File: src/rtl/uart_tx_scheduler.sv
// Round-robin scheduler sharing one UART byte transmitter between NUM_REQ producers.
// Captures the winning byte, pulses tx_start and paces a full frame with its own baud tick.
//
// state | meaning
// IDLE  | waiting for any req_valid; baud counter held at 0
// START | one-cycle handshake: tx_start and req_ready[grant_id] high
// SEND  | baud counter running; FRAME_BITS baud ticks until the frame ends
module uart_tx_scheduler #(
  parameter int NUM_REQ      = 4,
  parameter int CLKS_PER_BIT = 16,
  parameter int FRAME_BITS   = 10,
  parameter int ID_W         = 2
) (
  input  logic                   clock,
  input  logic                   reset_n,
  input  logic [NUM_REQ-1:0]     req_valid,
  input  logic [8*NUM_REQ-1:0]   req_data,
  output logic [NUM_REQ-1:0]     req_ready,
  output logic [7:0]             tx_byte,
  output logic                   tx_start,
  output logic                   baud_tick,
  output logic [ID_W-1:0]        grant_id,
  output logic                   busy
);

  localparam int BAUD_W = $clog2(CLKS_PER_BIT);
  localparam int TICK_W = $clog2(FRAME_BITS + 1);

  typedef enum logic [1:0] {IDLE, START, SEND} state_t;

  state_t              state;
  logic [ID_W-1:0]     ptr;
  logic [ID_W-1:0]     sel_idx;
  logic                sel_found;
  logic [NUM_REQ-1:0]  valid_sh;
  logic [8*NUM_REQ-1:0] data_sh;
  logic [BAUD_W-1:0]   baud_cnt;
  logic [BAUD_W-1:0]   baud_nxt;
  logic [TICK_W-1:0]   tick_cnt;

  // Search starts just past the last winner so every requester gets a turn.
  always_comb begin
    sel_found = 1'b0;
    sel_idx   = '0;
    valid_sh  = '0;
    for (int k = 1; k <= NUM_REQ; k++) begin
      valid_sh = req_valid >> ((int'(ptr) + k) % NUM_REQ);
      if (!sel_found && valid_sh[0]) begin
        sel_found = 1'b1;
        sel_idx   = ID_W'((int'(ptr) + k) % NUM_REQ);
      end
    end
  end

  assign data_sh  = req_data >> (8 * sel_idx);
  assign baud_nxt = (baud_cnt == BAUD_W'(CLKS_PER_BIT - 1)) ? '0 : baud_cnt + BAUD_W'(1);
  assign busy     = (state != IDLE);

  always_ff @(posedge clock or negedge reset_n) begin
    if (!reset_n) begin
      state     <= IDLE;
      ptr       <= ID_W'(NUM_REQ - 1);
      tx_byte   <= '0;
      grant_id  <= '0;
      tx_start  <= 1'b0;
      req_ready <= '0;
      baud_tick <= 1'b0;
      baud_cnt  <= '0;
      tick_cnt  <= '0;
    end else begin
      case (state)
        IDLE: begin
          baud_cnt  <= '0;
          baud_tick <= 1'b0;
          tx_start  <= 1'b0;
          req_ready <= '0;
          if (sel_found) begin
            state     <= START;
            tx_byte   <= data_sh[7:0];
            grant_id  <= sel_idx;
            ptr       <= sel_idx;
            tx_start  <= 1'b1;
            req_ready <= NUM_REQ'(1) << sel_idx;
          end
        end
        START: begin
          tx_start  <= 1'b0;
          req_ready <= '0;
          baud_cnt  <= '0;
          tick_cnt  <= '0;
          baud_tick <= 1'b0;
          state     <= SEND;
        end
        SEND: begin
          baud_cnt  <= baud_nxt;
          baud_tick <= (baud_nxt == BAUD_W'(CLKS_PER_BIT - 1));
          if (baud_tick) begin
            tick_cnt <= tick_cnt + TICK_W'(1);
            if (tick_cnt == TICK_W'(FRAME_BITS - 1)) begin
              state     <= IDLE;
              baud_cnt  <= '0;
              baud_tick <= 1'b0;
            end
          end
        end
        default: begin
          state     <= IDLE;
          tx_start  <= 1'b0;
          req_ready <= '0;
          baud_tick <= 1'b0;
        end
      endcase
    end
  end

endmodule

File: config.mk
export PLATFORM = sky130hd
export DESIGN_NAME = uart_tx_scheduler
export DESIGN_NICKNAME = d
export VERILOG_FILES = /design/src/rtl/uart_tx_scheduler.sv
export SDC_FILE = /design/constraint.sdc
export NUM_CORES = 1
export LEC_CHECK = 0
export CAP_MARGIN = 20
export CORE_MARGIN = 2
export CORE_UTILIZATION = 45
export CTS_BUF_LIST = sky130_fd_sc_hd__clkbuf_16
export CTS_CLUSTER_DIAMETER = 60
export DETAILED_ROUTE_END_ITERATION = 7
export PLACE_DENSITY = 0.79
export SYNTH_ARGS = -nofsm -noshare
export SYNTH_HDL_FRONTEND = slang
export SYNTH_SLANG_ARGS = --single-unit
File: constraint.sdc
create_clock -name clock -period 2.35 [get_ports clock]
set_input_delay 0.47 -clock clock [delete_from_list [all_inputs] [get_ports clock]]
set_output_delay 0.47 -clock clock [all_outputs]
set_load 0.005 [all_outputs]
### Yosys cells after proc, flatten, opt, wreduce, memory -nomap -nowiden

Cells that the tools add are included.

| storage, ports and cells | value |
|---|---|
| register bits | 28 |
| input port bits | 38 |
| output and inout port bits | 17 |
| logic and storage cells | 76 |

| cells by class | value |
|---|---|
| add/sub/neg operators | 6 |
| equal/unequal tests | 8 |
| shifts and indexed selects | 6 |
| mux-type cells | 25 |
| bitwise gates (word level) | 4 |
| reduce and logical (&&, ||, !) cells | 18 |

Operators with widths:

| operator | count |
|---|---|
| $shr A4 B32 Y1 | 4 |
| $shr A32 B5 Y8 | 1 |
| $pmux W4 S2 | 3 |
| $mux W4 | 5 |
| $mux W2 | 7 |
| $eq A4 B4 Y1 const B | 3 |
| $reduce_or A2 Y1 | 5 |
| $add A4 B1 Y4 const B | 2 |
| $mux W1 | 8 |
| $ne A2 B2 Y1 const B | 3 |
| $pmux W2 S3 | 1 |
| $reduce_bool A2 Y1 | 3 |
| $add A2 B1 Y2 const B | 2 |
| $add A2 B2 Y2 const B | 2 |
| $and A1 B1 Y1 const A | 4 |
| $reduce_and A2 Y1 | 2 |
| $shl A1 B2 Y4 const A | 1 |
| $logic_and A1 B1 Y1 | 3 |
| $logic_not A1 Y1 | 3 |
| $reduce_and A3 Y1 | 1 |
| $eq A2 B1 Y1 const B | 1 |
| $eq A2 B2 Y1 const B | 1 |
| $logic_not A2 Y1 | 1 |
| $pmux W1 S2 | 1 |

### Depth between registers and ports, before layout

| depth | value |
|---|---|
| depth after elaboration | 17 |
| gate-level depth with buffers | 7 |
| mapped depth without buffers | 7 |

### Worst setup path after synthesis

Ideal clock, no wire load.

| path | value |
|---|---|
| path kind | reg2reg |
| start | register ptr[1] |
| end | register tx_byte[0] |
| library setup time | 0.142 ns |
| arrival time | 1.680 ns |
| data required time | 2.208 ns |
| setup slack | 0.528 ns |
| cell stages (with the launch flop) | 6 |
| buffers on the path | 0 |
| clock period less this slack | 1.822 ns |
| path through | dfstp_2 mux2i_1 a2bb2oi_1 nand2_2 a2111oi_0 a211oi_1 |

| on the way | value |
|---|---|
| longest elaborated chain between the ends | 15 |
| elaborated cells between the ends (all ways) | 32 |
| classes of those cells | add/sub (4); shift (5); mux (8); bitwise (4); reduce/logical (11) |

RTL lines:

| what | line | RTL |
|---|---|---|
| start: declaration | 32 | `logic [ID_W-1:0] ptr;` |
| start signal: assignment | 62 | `ptr <= ID_W'(NUM_REQ - 1);` |
| start signal: assignment | 81 | `ptr <= sel_idx;` |
| $add A2 B1 Y2 | 47, 50 |  |
| $reduce_or A2 Y1 (no line) | - |  |
| $and A1 B1 Y1 (no line) | - |  |
| $shr A4 B32 Y1 | 47 | `valid_sh = req_valid >> ((int'(ptr) + k) % NUM_REQ);` |
| $mux W1 | 48 | `if (!sel_found && valid_sh[0]) begin` |
| $logic_not A1 Y1 | 48 |  |
| $logic_and A1 B1 Y1 | 48 |  |
| $mux W1 | 48 |  |
| $logic_not A1 Y1 | 48 |  |
| $logic_and A1 B1 Y1 | 48 |  |
| $mux W1 | 48 |  |
| $logic_not A1 Y1 | 48 |  |
| $logic_and A1 B1 Y1 | 48 |  |
| $mux W2 or $mux W1 (tied branches) | 48 |  |
| $shr A32 B5 Y8 or $reduce_and A2 Y1 (tied branches) | - |  |
| end signal: assignment | 79 | `tx_byte <= data_sh[7:0];` |
| end: declaration | 19 | `output logic [7:0] tx_byte,` |

Several ways; a longest one is shown, not always the timed one.
A chain may end at the register's enable or synchronous reset.

### Final worst setup path

| path | value |
|---|---|
| start | input req_valid[0] |
| end | register tx_byte[7] |

| on the way | value |
|---|---|
| longest elaborated chain between the ends | 12 |
| elaborated cells between the ends (all ways) | 20 |
| classes of those cells | shift (5); mux (8); reduce/logical (7) |

RTL lines:

| what | line | RTL |
|---|---|---|
| start: declaration | 16 | `input logic [NUM_REQ-1:0] req_valid,` |
| $shr A4 B32 Y1 | 47 |  |
| $mux W1 | 48 |  |
| $logic_not A1 Y1 | 48 |  |
| $logic_and A1 B1 Y1 | 48 |  |
| $mux W1 | 48 |  |
| $logic_not A1 Y1 | 48 |  |
| $logic_and A1 B1 Y1 | 48 |  |
| $mux W1 | 48 |  |
| $logic_not A1 Y1 | 48 |  |
| $logic_and A1 B1 Y1 | 48 |  |
| $mux W2 or $mux W1 (tied branches) | 48 |  |
| $shr A32 B5 Y8 or $reduce_and A2 Y1 (tied branches) | - |  |

Several ways; a longest one is shown, not always the timed one.

==> impl_metrics.csv <==
group,metric,value,unit
run_status,status,"complete, no violations",
detailed_routing,drtIter0Drc,131,
critical_path,crit_path_end_kind,"flip-flop",
timing,setup_violations,0,
global_route,grt_start_max_net_pins,29,
placed_design,gp_congestion,0.915,
critical_path,crit_arrival,2.29,ns
hold_path,worstHoldPathCells,1,
flow_run,maxCapViolCount,0,
synthesis,yosysSeqAreaShare,43.6,%
die,start_util,47.5,%
clock_network,path_clk_slew,0.07,ns
critical_path,critPathKind,"in -> reg",
synthesis,synthTopCellsByArea,"dfrtp_1 (40%), mux2i_1 (5.6%), o31a_1 (4.3%)",
clock_network,clockRootBuffer,"clkbuf_16",
timing,fin_crit_sh,92.1,%
critical_path,required,2.47,ns
critical_path,startpoint_type,"input port",
critical_path,r2r_end,"tx_byte[7]",
clock_network,htreeDepth,1,
hold_path,hold_path.class,"reg -> reg",
synthesis,syn_inst,155,
clock_network,insertion_delay,0.27,ns
synthesis,synth-async-reset-ratio,100,%
power_and_ir_drop,finalPower,2.57,mW
power_and_ir_drop,comb_power_share,51.5,%
placed_design,placed_cells,265,
critical_path,endpoint,"tx_byte[7]",
global_route,grt_pass1_vias,1676,
detailed_routing,vias,1577,
synthesis,synth.most_common_cell,"dfrtp_1",
clock_network,cts_tree,"done",
die,die_x,63.8,microns
timing,rsz0062_at_grt,"no",
final_layout,area_delta_synth_final,48.3,%
detailed_routing,wl_per_cell,15.6,microns
critical_path,reg2reg_slack,0.40,ns
critical_path,timing.rr.start,"ptr[0]",
synthesis,synth_cell_types,45,
global_route,grt_usage,23.2,%
synthesis,synth_edf_count,0,
clock_network,cts_buffers,3,
timing,worst_pin_slew,0.519,ns
synthesis,synthFlopType,"dfrtp_1",
die,core_area,3390,sq um
clock_network,clkSinkCount,28,
power_and_ir_drop,leakagePower,0.991,nW
power_and_ir_drop,p_clk_share,15.4,%
timing,finalHoldViolCount,0,
die,dieArea,4080,sq um
final_layout,final_nets,266,
synthesis,synth.net_count,197,
timing,finalCriticalPeriod,2.17,ns
synthesis,avgSynthCellArea,10.4,sq um
critical_path,critPathMaxFanout,16,
final_layout,drive_gt1_share,13.5,%
power_and_ir_drop,ir_drop,0.481,mV
placed_design,numPortBuffers,54,
timing,slew_violations,0,
power_and_ir_drop,p_seq_share,33.0,%
clock_network,holdBufCountCts,0,
critical_path,reg2regPathDepth,6,
synthesis,ys.warnings.count,0,
detailed_routing,drtAntennaViolNets,0,
final_layout,design_area,2390,sq um
timing,fin_skew,0.00426,ns
synthesis,yosysTopAreaCell,"dfrtp_1",
synthesis,synth_area,1610,sq um
detailed_routing,vias_per_cell,5.86,
detailed_routing,drt_pre_antenna_iters,4,
power_and_ir_drop,power_density,1080,nW/um^2
clock_network,postCtsSetupRepairBufs,0,
power_and_ir_drop,sw_frac_of_total,36.5,%
die,rows,21,
final_layout,diodes,0,
final_layout,layout.cells.non_filler,269,
power_and_ir_drop,p_int,1.63,mW
power_and_ir_drop,power_switching,940,uW
synthesis,synth_seq_cells,28,
placed_design,dp_hpwl,3.28,mm
synthesis,yosys-top-cells-count,"dfrtp_1 (26), nor2_1 (16), nand2_1 (10)",
critical_path,crit_start,"req_valid[0]",
global_route,grt_overflow,0,
detailed_routing,drt-total-wl,4.19,mm
synthesis,synthDominantCellAreaShare,40.4,%
clock_network,clock_path_buffers,2,
timing,relSlewSlack,65.4,%
placed_design,dpl_cell_area,2310,sq um
final_layout,fin_util,70.5,%
die,die_h,63.8,microns
detailed_routing,drc,0,
timing,max_clock_freq,0.462,GHz
die,io_pins,55,
global_route,grt_first_pass_wirelength,7.45,mm
global_route,antenna_found_initial,0,
[cells by family (layout without fill, tap and decap cells)]
kind of cell               after synthesis  count (layout)  share of synthesized area [%]
AOI/OAI and AO/OA                       58              58                           29.3
xor gates and xnor gates                 1               1                          0.544
adders and majority gates                4               4                           3.11
buffers and inverters                   11              79                           3.26
DFF                                     28              28                           43.6
muxes                                    9               9                           5.59
and+or+nand+nor                         44              44                           14.6
[registers in the layout, summed over array words and instances (netlist names)]
name / count
grant_id: 2
tx_start: 1
baud_cnt: 4
state: 2
req_ready: 4
tick_cnt: 4
tx_byte: 8
baud_tick: 1
ptr: 2
[what timing repair did]
action	4_1_cts	5_1_grt
endpoints found under the setup margin	0	2
gates resized for setup	0	2
hold endpoints to repair	0	0
[layout by cell type, fill, tap and decap left out, types with 2 or more instances in the layout]
| cell type | instances |
|---|---|
| a2111oi_0 | 4 |
| a2111oi_1 | 2 |
| a2111oi_2 | 2 |
| a211oi_1 | 8 |
| a21o_1 | 2 |
| a21oi_1 | 5 |
| a22o_1 | 4 |
| a2bb2oi_1 | 2 |
| a32o_1 | 2 |
| buf_4 | 15 |
| clkbuf_16 | 3 |
| clkdlybuf4s50_1 | 54 |
| dfrtp_1 | 26 |
| dfstp_2 | 2 |
| ha_1 | 4 |
| inv_1 | 5 |
| mux2i_1 | 9 |
| nand2_1 | 10 |
| nand2b_1 | 2 |
| nor2_1 | 16 |
| nor2b_1 | 3 |
| nor3_1 | 2 |
| o211ai_1 | 2 |
| o21ai_0 | 7 |
| o31a_1 | 8 |
| or3_1 | 2 |
[metal layers]
| metal | share of wire, % | GRT usage [%] | vias to the layer above |
|---|---|---|---|
| met5 | 0 | 0 | - |
| met4 | 3.3 | 12.8 | 0 |
| met3 | 6.2 | 4.23 | 17 |
| met2 | 49 | 38.8 | 73 |
| met1 | 41 | 28.2 | 758 |
| li1 | - | - | 729 |
[worst max-delay path: stages]
cell and delay (ns):
clkdlybuf4s50_1 0.58, o21ai_1 0.14, a21boi_4 0.31, nor3_4 0.09, buf_12 0.16, a2111oi_0 0.43, a211oi_1 0.09
[final cells by class]
cell class / count / area [sq um]
Clock inverter: 1 / 3.75
Tap cell: 46 / 57.6
Multi-Input combinational cell: 116 / 858
Clock buffer: 3 / 75.1
Inverter: 5 / 18.8
Sequential cell: 28 / 703
Timing Repair Buffer: 70 / 673
Fill cell: 263 / 1000
[worst min path at each step]
stage	from	endpoint	slack [ns]
6_report	grant_id[1]	grant_id[1]	0.48
5_1_grt	grant_id[1]	grant_id[1]	0.52
2_1_floorplan	reset_n	baud_cnt[0]	0.17
3_5_place_dp	grant_id[1]	grant_id[1]	0.47
4_1_cts	grant_id[1]	grant_id[1]	0.48
3_3_place_gp	tx_start	tx_start	0.46
[through the flow]
stage | setup TNS, ns | worst slack, ns | hold WS (ns)
after CTS | 0 | 0.167 | 0.482
after detailed placement | -0.542 | -0.112 | 0.466
final | 0 | 0.185 | 0.479
after global placement | 0 | 0.0288 | 0.458
after floorplan | 0 | 0.528 | 0.174
after global routing | 0 | 0.0176 | 0.520
[power by group through the flow]
stage               registers, mW  clock network [mW]  logic (mW)
finish                      0.850               0.397        1.33
detailed placement          0.854                   0        1.32
CTS                         0.850               0.401        1.33
floorplan                   0.813                   0       0.713
global route                0.880               0.426        1.46
global placement            0.842                   0        1.29
No activity file was read; power rests on OpenSTA's default activity.
